--- src/rtl/ext_int_ctrl.sv ---
// rtl/ext_int_ctrl.sv - multi-channel debounced external interrupt controller with ack and watchdog
module ext_int_ctrl #(
    parameter int NUM_CH         = 4,
    parameter int DEBOUNCE_LIMIT = 1000000,
    parameter int TIMEOUT        = 255,
    localparam int IDW           = (NUM_CH > 1) ? $clog2(NUM_CH) : 1
) (
    input  logic              clk,
    input  logic              reset_n,
    input  logic [NUM_CH-1:0] btn_i,
    input  logic [NUM_CH-1:0] edge_sel,
    input  logic [NUM_CH-1:0] int_mask,
    input  logic              ext_int_ack,
    output logic              external_int,
    output logic [IDW-1:0]    int_id,
    output logic [NUM_CH-1:0] int_pending,
    output logic              timeout_o
);

    localparam int DW = $clog2(DEBOUNCE_LIMIT);
    localparam int TW = (TIMEOUT > 1) ? $clog2(TIMEOUT) : 1;
    localparam logic [DW-1:0] DEB_MAX = DW'(DEBOUNCE_LIMIT - 1);
    localparam logic [TW-1:0] TO_MAX  = TW'((TIMEOUT > 0) ? TIMEOUT - 1 : 0);

    typedef enum logic {S_IDLE, S_ACTIVE} state_t;

    state_t            state, state_nx;
    logic [NUM_CH-1:0] sync1, sync2, deb, deb_prev;
    logic [DW-1:0]     deb_cnt [NUM_CH];
    logic [NUM_CH-1:0] set_req, avail, grant_clr;
    logic [IDW-1:0]    id_nx;
    logic [TW-1:0]     tcnt, tcnt_nx;
    logic              to_nx;

    // Two-flop synchroniser followed by a per-channel stability counter; the
    // accepted level only moves after DEBOUNCE_LIMIT consecutive differing samples.
    always_ff @(posedge clk or negedge reset_n) begin
        if (!reset_n) begin
            sync1    <= '0;
            sync2    <= '0;
            deb      <= '0;
            deb_prev <= '0;
            for (int i = 0; i < NUM_CH; i++) deb_cnt[i] <= '0;
        end else begin
            sync1    <= btn_i;
            sync2    <= sync1;
            deb_prev <= deb;
            for (int i = 0; i < NUM_CH; i++) begin
                if (sync2[i] == deb[i]) begin
                    deb_cnt[i] <= '0;
                end else if (deb_cnt[i] == DEB_MAX) begin
                    deb[i]     <= sync2[i];
                    deb_cnt[i] <= '0;
                end else begin
                    deb_cnt[i] <= deb_cnt[i] + 1'b1;
                end
            end
        end
    end

    // Edge channels fire once per debounced rise; level channels fire every cycle they are high.
    assign set_req = (edge_sel & deb & ~deb_prev) | (~edge_sel & deb);
    assign avail   = int_pending & ~int_mask;

    // Pending register: a new event on the grant edge wins over the grant's clear.
    always_ff @(posedge clk or negedge reset_n) begin
        if (!reset_n) int_pending <= '0;
        else          int_pending <= (int_pending & ~grant_clr) | set_req;
    end

    // Arbiter next state: lowest unmasked pending channel wins; ack beats the watchdog.
    always_comb begin
        state_nx  = state;
        id_nx     = int_id;
        tcnt_nx   = tcnt;
        to_nx     = 1'b0;
        grant_clr = '0;
        case (state)
            S_IDLE: begin
                if (|avail) begin
                    grant_clr = avail & (~avail + 1'b1);
                    for (int i = NUM_CH - 1; i >= 0; i--) begin
                        if (avail[i]) id_nx = IDW'(i);
                    end
                    tcnt_nx  = '0;
                    state_nx = S_ACTIVE;
                end
            end
            S_ACTIVE: begin
                if (ext_int_ack) begin
                    state_nx = S_IDLE;
                end else if (TIMEOUT != 0) begin
                    if (tcnt == TO_MAX) begin
                        state_nx = S_IDLE;
                        to_nx    = 1'b1;
                    end else begin
                        tcnt_nx = tcnt + 1'b1;
                    end
                end
            end
            default: state_nx = S_IDLE;
        endcase
    end

    // Arbiter registers; external_int is the ACTIVE state flop itself.
    always_ff @(posedge clk or negedge reset_n) begin
        if (!reset_n) begin
            state     <= S_IDLE;
            int_id    <= '0;
            tcnt      <= '0;
            timeout_o <= 1'b0;
        end else begin
            state     <= state_nx;
            int_id    <= id_nx;
            tcnt      <= tcnt_nx;
            timeout_o <= to_nx;
        end
    end

    assign external_int = (state == S_ACTIVE);

endmodule

--- config.mk ---
export PLATFORM = sky130hd
export DESIGN_NAME = ext_int_ctrl
export DESIGN_NICKNAME = d
export VERILOG_FILES = /design/src/rtl/ext_int_ctrl.sv
export SDC_FILE = /design/constraint.sdc
export NUM_CORES = 1
export LEC_CHECK = 0
export ABC_AREA = 1
export BUFFER_PORTS_ARGS = -buffer_cell sky130_fd_sc_hd__buf_2
export CORE_ASPECT_RATIO = 0.8
export CORE_MARGIN = 3
export CORE_UTILIZATION = 40
export CTS_CLUSTER_DIAMETER = 60
export CTS_CLUSTER_SIZE = 24
export DETAILED_ROUTE_END_ITERATION = 7
export GPL_TIMING_DRIVEN = 1
export PLACE_DENSITY = 0.54
export SYNTH_ARGS = -nofsm -noshare
export SYNTH_HDL_FRONTEND = slang
export SYNTH_SLANG_ARGS = --single-unit
--- constraint.sdc ---
create_clock -name clk -period 1.9 [get_ports clk]
set_clock_uncertainty 0.15 [all_clocks]
set_input_delay 0.095 -clock clk [delete_from_list [all_inputs] [get_ports clk]]
set_output_delay 0.095 -clock clk [all_outputs]
set_load 0.02 [all_outputs]
==> results of run 1 <==
-- sequential cells by signal, indices dropped and copies added (netlist names) --
name and cells:
tcnt 8, deb_prev 4, int_pending 4, sync2 4
timeout_o 1, external_int 1, sync1 4, int_id 2
deb_cnt 80, deb 4
-- per-layer routing --
metal | wire length [microns] | GRT usage | up-vias
li1 | - | - | 2416
met1 | 6310 | 0.239 | 2171
met2 | 5340 | 0.245 | 71
met3 | 432 | 0.0438 | 10
met4 | 107 | 0.0294 | 0
met5 | 0 | 0 | -
-- worst paths after layout --
check	end	startpoint	cells past startpoint	slack [ns]
setup / recovery	int_pending[3]	int_pending[0]	6	0.09
hold / removal	int_id[0]	int_mask[0]	5	0.06
setup reg to reg	int_pending[3]	int_pending[0]	6	0.09
hold reg to reg	sync2[0]	sync1[0]	0	0.20
max in group asynchronous	deb_cnt[59]	reset_n	3	0.90
min in group asynchronous	deb_cnt[31]	reset_n	2	0.10
-- where the power goes --
part | switching (mW) | total [mW] | internal (mW)
Sequential | 0.0242 | 2.44 | 2.41
Clock | 0.857 | 2.09 | 1.23
Combinational | 0.119 | 0.190 | 0.0708
Total | 1.00 | 4.71 | 3.71
-- timing repair --
action	in CTS	in global routing
buffers inserted	0	1
setup endpoints to repair	0	8
resized for setup	0	6
hold buffers	14	0
hold endpoints to repair	107	0
-- kinds of logic (layout without fill, tap and decap cells) --
family                   count (synthesis)  after routing  synth area share
buffers and inverters                   83            143            0.0533
adder cells (fa/ha/maj)                  6              6            0.0127
AND/OR/NAND/NOR                        447            447             0.361
XOR/XNOR                                40             40            0.0607
flip-flops                             112            112             0.475
AO/OA/AOI/OAI                           42             42            0.0367
-- critical path: stages, from the launching register on --
cell                            delay (ns)
sky130_fd_sc_hd__dfrtp_1              0.40
sky130_fd_sc_hd__nand2_2              0.11
sky130_fd_sc_hd__nand2_2              0.08
sky130_fd_sc_hd__nor2_4               0.13
sky130_fd_sc_hd__nand3_2              0.08
sky130_fd_sc_hd__a22o_1               0.19
sky130_fd_sc_hd__dlygate4sd3_1        0.55
-- cell usage in the layout (no fill, tap or decap), drive strengths merged, types with 6 or more instances in the layout --
cell type,Yosys,layout
nor3,18,18
inv,83,83
dfrtp,112,112
o21ai,20,20
buf,0,30
xor2,29,29
clkbuf,0,12
a21oi,20,20
nand2,165,165
nor2,171,171
ha,6,6
xnor2,11,11
nand4,13,13
nand3,70,70
dlygate4sd3,0,14
-- final cells by class --
class | instances | share of cell area
Clock inverter | 4 | 0.0112
Inverter | 83 | 0.0461
Tap cell | 184 | 0.0338
Clock buffer | 12 | 0.0376
Timing Repair Buffer | 44 | 0.0496
Multi-Input combinational cell | 535 | 0.410
Sequential cell | 112 | 0.411
==> impl_metrics.ini, run 1 <==
[global_routing]
grt_util_overall = 0.163
grt_first_pass_wirelength_microns = 21500
globalRouteOverflowTotal = 0
grt_pass1_vias = 4525
grt_max_degree = 38
antenna_violations_before_repair = 0

[routing]
drt_pass1_iterations = 5
detail_route.iter0.violations = 295
wl_per_cell_microns = 12.5
drc_errors = 0
drt-total-wl_microns = 12200
num_vias = 4668
ant_nets = 0
routed_via_density = 4.79

[critical_path]
worstPathArrival_ns = 1.89
timing.setup.critical_path_class = reg -> reg
worstSetupStartpointType = flip-flop
critical_path_required_ns = 1.98
critical_path.max_fanout = 3
capturing_element_type_of_the_critical_path = flip-flop

[timing]
period_utilization = 0.951
hold_slack_ns = 0.0603
timing_worst_slew_pin_value_ns = 0.493
setup_viol_count_final = 0
max_freq_mhz = 553
final-max-slew-violation-count = 0
setup_total_negative_slack_ns = 0
relSlewSlack = 0.671
rsz_0062_raised_after_global_routing = no
worst_slack_ns = 0.0931
timing.final.crit_period_ns = 1.81
final_hold_viol_count = 0

[synth]
synth-edff-count = 0
synth_sequential_area_ratio = 0.475
yosys.area.top_type_share = 0.475
ys_seq_elements = 112
netlist.top_cell.by_area = sky130_fd_sc_hd__dfrtp_1
synth_common_cells = 150 x sky130_fd_sc_hd__nor2_1, 149 x sky130_fd_sc_hd__nand2_1, 112 x sky130_fd_sc_hd__dfrtp_1
avgSynthCellArea_sq_um = 8.07
synth_most_common_cell = sky130_fd_sc_hd__nor2_1
synth-main-ff-cell = sky130_fd_sc_hd__dfrtp_1
synth_fp_nets = 751
async_flop_share = 1.00
yosysWarningCount = 0
synthCells = 730
synth_area_leaders = sky130_fd_sc_hd__dfrtp_1 48%, sky130_fd_sc_hd__nor2_1 9.6%, sky130_fd_sc_hd__nand2_1 9.5%
yosys.cell_types.count = 30
netlist_area_sq_um = 5890

[final_layout]
drive_above_1_share = 0.141
post_layout_nonfiller_instances = 974
number_of_filler_cells_placed_in_the_layout = 1416
final_core_utilization = 0.475
area.sequential_sq_um = 2800
final_nets = 806
layout.cell_area.non_filler_sq_um = 6810
area_growth_from_synthesis_to_layout_pct = 15.6
insertedDiodeCount = 0
area_of_the_multi_input_gates_sq_um = 2800

[place]
place_worst_setup_slack_ns = 0.176
hpwlAfterDp_microns = 9150
dpl-instance-area_sq_um = 6310
placed_cells_incl_taps = 943
place.port_buffers = 22
routabilityCongestion = 0.926

[floorplanning]
die_height_microns = 115
core_box_area_sq_um = 14300
floorplan.rows = 39
die_area_sq_um = 16200
chipWidth_microns = 142
floorplan.initialDensity = 0.411
boundaryPins = 23

[cts]
clk_pin_slew_ns = 0.07
cts.sink_count = 112
cts_buffer_depth = 2
clkLatencyLatePin_ns = 0.35
clk_root_buffer_cell = sky130_fd_sc_hd__clkbuf_16
cts_made_buffers = 9
h-tree-depth = 3
cts_tree = built

[run_status]
run_status = complete, no violations

[power_and_ir_drop]
total_power_divided_by_cell_area_nw_per_um2 = 692
totalPowerFinal_mw = 4.71
static-leakage-power_nw = 3.06
irDropWorstVdd_uv = 475

[job]
maxCapViolations = 0

[worst_hold_path]
hold_path_class = in -> reg
Power figures use the tool's default switching activity.
==> run 2, diff against run 1 <==
--- a/config.mk
+++ b/config.mk
@@ -14,7 +14,7 @@
 export CTS_CLUSTER_SIZE = 24
 export DETAILED_ROUTE_END_ITERATION = 7
 export GPL_TIMING_DRIVEN = 1
-export PLACE_DENSITY = 0.54
+export PLACE_DENSITY = 0.56
 export SYNTH_ARGS = -nofsm -noshare
 export SYNTH_HDL_FRONTEND = slang
 export SYNTH_SLANG_ARGS = --single-unit
==> constraint.sdc (replaced) <==
create_clock -name clk -period 1.5 [get_ports clk]
set_clock_uncertainty 0.15 [all_clocks]
set_input_delay 0.075 -clock clk [delete_from_list [all_inputs] [get_ports clk]]
set_output_delay 0.075 -clock clk [all_outputs]
set_load 0.02 [all_outputs]
==> impl_metrics.ini, run 2 (same netlist as run 1, synthesis figures left out) <==
[final_layout]
final_cell_mix = 122 x sky130_fd_sc_hd__nand2_1, 117 x sky130_fd_sc_hd__nor2_1, 108 x sky130_fd_sc_hd__dfrtp_1
insertedDiodeCount = 0
reg.largest.list = deb_cnt (80), tcnt (8)
area_growth_from_synthesis_to_layout_pct = 36.4
drive_above_1_share = 0.346
largest_register_ff_count = 80
registers.top_by_ff_count = deb_cnt
final_nets = 888
mostFrequentLayoutCell = sky130_fd_sc_hd__nand2_1
layout.cell_area.non_filler_sq_um = 8040

[critical_path]
timing.setup.critical_path_class = reg -> reg
critical_path_required_ns = 1.59
reg2regPathDepth = 6
worstSetupStartpointType = flip-flop
endpoint = deb_cnt[38]
critical_path.startpoint = deb_cnt[21]
worst_r2r_start = deb_cnt[21]
critical_path.reg2reg.endpoint = deb_cnt[38]
critical_path.max_fanout = 4
worstPathArrival_ns = 1.75
regToRegSetupSlack_ns = -0.15
capturing_element_type_of_the_critical_path = flip-flop

[cts]
clk_root_buffer_cell = sky130_fd_sc_hd__clkbuf_16
cts_buffer_depth = 2
cts.sink_count = 112
clk_pin_slew_ns = 0.07
cts_tree = built
clkLatencyLatePin_ns = 0.36
cts_made_buffers = 9
h-tree-depth = 3

[timing]
timing_worst_slew_pin_value_ns = 0.384
setup_viol_count_final = 57
period_utilization = 1.10
worst_slack_ns = -0.152
timing.final.crit_period_ns = 1.65
final_hold_viol_count = 0
setup_total_negative_slack_ns = -3.49
max_freq_mhz = 605
rsz_0062_raised_after_global_routing = yes
relSlewSlack = 0.743
final-max-slew-violation-count = 0

[routing]
top_layer = met4
drt_pass1_iterations = 5
routedLengthMet1_microns = 6680
detail_route.iter0.violations = 278
wl_per_cell_microns = 13.6
num_vias = 5188
drt-total-wl_microns = 14300
met3WireLength_microns = 384
ant_nets = 0
routed_via_density = 4.92
route.met2.wl_microns = 6950
drc_errors = 0

[floorplanning]
die_area_sq_um = 16200
chipWidth_microns = 142
core_box_area_sq_um = 14300
floorplan.rows = 39
floorplan.initialDensity = 0.411
die_height_microns = 115
boundaryPins = 23

[place]
place.port_buffers = 22
hpwlAfterDp_microns = 9820
routabilityCongestion = 0.887
place_worst_setup_slack_ns = -0.103
dpl-instance-area_sq_um = 6680

[power_and_ir_drop]
totalPowerFinal_mw = 5.81
irDropWorstVdd_uv = 609
total_power_divided_by_cell_area_nw_per_um2 = 723
static-leakage-power_nw = 3.56

[global_routing]
grt_pass1_vias = 4941
antenna_violations_before_repair = 0
grt_first_pass_wirelength_microns = 23100
grt_max_degree = 31
grt_util_overall = 0.176
globalRouteOverflowTotal = 0

[worst_hold_path]
hold_path_class = in -> async

[job]
maxCapViolations = 0

[run_status]
run_status = complete, but fails checks
violations = setup timing
## run 2: cell types whose count changed in the layout (fill, tap and decap cells not counted), moves of 14 or more
cell | previous run | this run
sky130_fd_sc_hd__nand3_1 | 58 | 44
sky130_fd_sc_hd__nand2_1 | 148 | 122
sky130_fd_sc_hd__nor2_1 | 148 | 117
sky130_fd_sc_hd__nand2_2 | 12 | 33
sky130_fd_sc_hd__nor2_2 | 12 | 31
sky130_fd_sc_hd__buf_4 | 7 | 71
## run 2: layout make-up
type | count | area, sq um
Multi-Input combinational cell | 538 | 3380
Clock inverter | 5 | 42.5
Inverter | 83 | 329
Timing Repair Buffer | 123 | 1000
Clock buffer | 10 | 239
Fill cell | 1294 | 6310
Sequential cell | 112 | 2810
Tap cell | 184 | 230
## run 2: repair_timing
action | CTS | global route
hold buffers | 14 | 0
pin swaps | 12 | 46
gates cloned | 1 | 2
setup endpoints to repair | 54 | 77
resized for setup | 23 | 149
buffers inserted | 16 | 21
endpoints found under the hold margin | 124 | 0
## run 2: worst min path at each step
| stage | start | end | slack [ns] | cells after the start |
|---|---|---|---|---|
| after floorplan | reset_n | deb[0] | -0.37 | 0 |
| final | reset_n | deb_cnt[15] | 0.008 | 2 |
| after global routing | reset_n | deb_prev[3] | 0.03 | 2 |
| after global placement | reset_n | deb_cnt[15] | -0.15 | 1 |
| after detailed placement | reset_n | deb_cnt[15] | -0.15 | 1 |
| after CTS | reset_n | deb_cnt[15] | 0.005 | 2 |
## run 2: critical path: stages, from the launching register on
cell	delay, ns
sky130_fd_sc_hd__dfrtp_1	0.36
sky130_fd_sc_hd__ha_2	0.21
sky130_fd_sc_hd__nand3_1	0.19
sky130_fd_sc_hd__nor2_2	0.16
sky130_fd_sc_hd__nand3_1	0.15
sky130_fd_sc_hd__o21ai_0	0.24
sky130_fd_sc_hd__a21oi_2	0.08
## run 2: where the power goes
group          switching (mW)  internal (mW)
Clock                    1.15           1.18
Combinational           0.208          0.177
Sequential             0.0395           3.05
## run 2: layer usage
| metal | global-route usage | up-vias |
|---|---|---|
| met5 | 0 | - |
| met4 | 0.0524 | 0 |
| met3 | 0.0363 | 22 |
| met2 | 0.291 | 83 |
| met1 | 0.234 | 2494 |
| li1 | - | 2589 |
## run 2: per-stage QoR
| step | instances | utilization | hold slack, ns |
|---|---|---|---|
| floorplan | 730 | - | -0.371 |
| global placement | 988 | 0.466 | -0.153 |
| detailed placement | 988 | 0.466 | -0.150 |
| CTS | 1034 | 0.511 | 0.00460 |
| global route | 1055 | 0.560 | 0.0285 |
| finish | 1055 | 0.560 | 0.00846 |
==> run 3, diff against run 2 <==
--- a/config.mk
+++ b/config.mk
@@ -7,8 +7,8 @@
 export LEC_CHECK = 0
 export ABC_AREA = 1
 export BUFFER_PORTS_ARGS = -buffer_cell sky130_fd_sc_hd__buf_2
-export CORE_ASPECT_RATIO = 0.8
-export CORE_MARGIN = 3
+export CORE_ASPECT_RATIO = 1.1
+export CORE_MARGIN = 4
 export CORE_UTILIZATION = 40
 export CTS_CLUSTER_DIAMETER = 60
 export CTS_CLUSTER_SIZE = 24
==> impl_metrics.ini, run 3 (same netlist as run 1, synthesis figures left out) <==
[job]
maxCapViolations = 0

[timing]
timing.final.crit_period_ns = 1.58
worst_slack_ns = -0.0777
relSlewSlack = 0.752
period_utilization = 1.05
max_freq_mhz = 634
final-max-slew-violation-count = 0
timing_worst_slew_pin_value_ns = 0.372
setup_viol_count_final = 36
rsz_0062_raised_after_global_routing = yes
final_hold_viol_count = 0

[power_and_ir_drop]
static-leakage-power_nw = 3.52
totalPowerFinal_mw = 6.07
irDropWorstVdd_uv = 617
total_power_divided_by_cell_area_nw_per_um2 = 766

[critical_path]
critical_path_required_ns = 1.60
worst_r2r_start = deb_cnt[0]
critical_path.max_fanout = 4
timing.setup.critical_path_class = reg -> reg
worstSetupStartpointType = flip-flop
capturing_element_type_of_the_critical_path = flip-flop
crit_path_cell_trace = ha_4 > nand3_4 > nor2_4 > nand2_2 > nor2_4 > nand2_2 > nor2_1 > nor2_2
worstPathArrival_ns = 1.67
critical_path.startpoint = deb_cnt[0]
max_stage_delay_ns = 0.41
critical_path.slowest_cell = sky130_fd_sc_hd__dfrtp_1

[routing]
num_vias = 5139
drc_errors = 0
drt_pass1_iterations = 4
drt-total-wl_microns = 13800
ant_nets = 0
wl_per_cell_microns = 13.0
detail_route.iter0.violations = 261
routed_via_density = 4.85

[floorplanning]
floorplan.rows = 46
core_box_area_sq_um = 14400
boundaryPins = 23
die_height_microns = 135
die_area_sq_um = 16700
chipWidth_microns = 124
floorplan.initialDensity = 0.408

[global_routing]
globalRouteOverflowTotal = 0
grt_first_pass_wirelength_microns = 22500
antenna_violations_before_repair = 0
grt_util_overall = 0.167
grt_pass1_vias = 4907
grt_max_degree = 28

[place]
dpl-instance-area_sq_um = 6690
routabilityCongestion = 0.875
place.port_buffers = 22
hpwlAfterDp_microns = 9590

[worst_hold_path]
hold_path_class = in -> async

[final_layout]
area_growth_from_synthesis_to_layout_pct = 34.4
reg.largest.list = deb_cnt (80), tcnt (8)
final_nets = 883
final_cell_mix = 126 x sky130_fd_sc_hd__nand2_1, 124 x sky130_fd_sc_hd__nor2_1, 105 x sky130_fd_sc_hd__dfrtp_1
largest_register_ff_count = 80
layout.cell_area.non_filler_sq_um = 7920
registers.top_by_ff_count = deb_cnt
mostFrequentLayoutCell = sky130_fd_sc_hd__nand2_1
insertedDiodeCount = 0
drive_above_1_share = 0.322

[cts]
clk_root_buffer_cell = sky130_fd_sc_hd__clkbuf_16
clkLatencyLatePin_ns = 0.36
cts_tree = built
clk_pin_slew_ns = 0.08
cts_made_buffers = 9
h-tree-depth = 3
cts_buffer_depth = 2
cts.sink_count = 112

[run_status]
run_status = complete, but fails checks
violations = setup timing
run 3: cell count changes in the layout (fill, tap and decap cells not counted), moves of 4 or more:
cell / delta
sky130_fd_sc_hd__nor2_1: +7
sky130_fd_sc_hd__nor2_4: -6
sky130_fd_sc_hd__buf_6: -4
sky130_fd_sc_hd__nand2_1: +4
sky130_fd_sc_hd__nand2_2: -4
run 3: repair_timing:
| action | CTS | global route |
|---|---|---|
| hold buffers | 14 | 0 |
| hold endpoints to repair | 124 | 0 |
| pin swaps | 25 | 43 |
| buffers inserted | 11 | 23 |
| endpoints found under the setup margin | 41 | 77 |
| cloned | 0 | 2 |
| resized for setup | 31 | 108 |
run 3: cell type report:
type / count / area, sq um
fillers: 1294 / 6520
multi-input cells: 537 / 3250
flip-flops and latches: 112 / 2810
repair buffers: 119 / 972
inverters: 83 / 329
well taps: 192 / 240
clock buffers: 10 / 229
clock inverters: 6 / 91.3
run 3: critical path, delay by kind of cell (launching register included):
family	cells	cell delay, ns
and+or+nand+nor	7	0.70
adders and majority gates	1	0.20
DFF	1	0.41
run 3: per-stage QoR:
step	setup TNS [ns]	hold slack [ns]	cells	setup slack (ns)	util
after floorplan	0	-0.371	730	0.00240	-
after global placement	-0.837	-0.133	994	-0.0520	0.463
after detailed placement	-2.03	-0.136	994	-0.118	0.463
after CTS	-1.36	0.0236	1035	-0.108	0.510
after global routing	-6.86	0.0431	1059	-0.180	0.548
final	-1.14	0.0208	1059	-0.0777	0.548
run 3: per-layer routing:
| layer | part of all wire | routed length (microns) | track usage | vias to the layer above |
|---|---|---|---|---|
| li1 | - | - | - | 2585 |
| met1 | 0.44 | 6030 | 0.211 | 2467 |
| met2 | 0.52 | 7190 | 0.286 | 68 |
| met3 | 0.023 | 322 | 0.0246 | 19 |
| met4 | 0.018 | 252 | 0.0665 | 0 |
| met5 | 0 | 0 | 0 | - |
run 3: path summary, 6_finish.rpt:
kind,to,slack (ns),cells after the start
worst max-delay path,deb_cnt[14],-0.08,8
min in group clk,sync2[1],0.21,0
worst min register to register,sync2[1],0.21,0
worst max register to register,deb_cnt[14],-0.08,8
max in group asynchronous,int_id[0],0.66,3
worst min-delay path,deb_cnt[30],0.02,2
run 3: report_power, final:
| part | leakage (nW) | switching, mW | total [mW] | internal, mW |
|---|---|---|---|---|
| Clock | 0.145 | 1.13 | 2.61 | 1.47 |
| Combinational | 1.86 | 0.193 | 0.367 | 0.174 |
| Sequential | 1.51 | 0.0404 | 3.09 | 3.05 |
| Total | 3.52 | 1.37 | 6.07 | 4.70 |
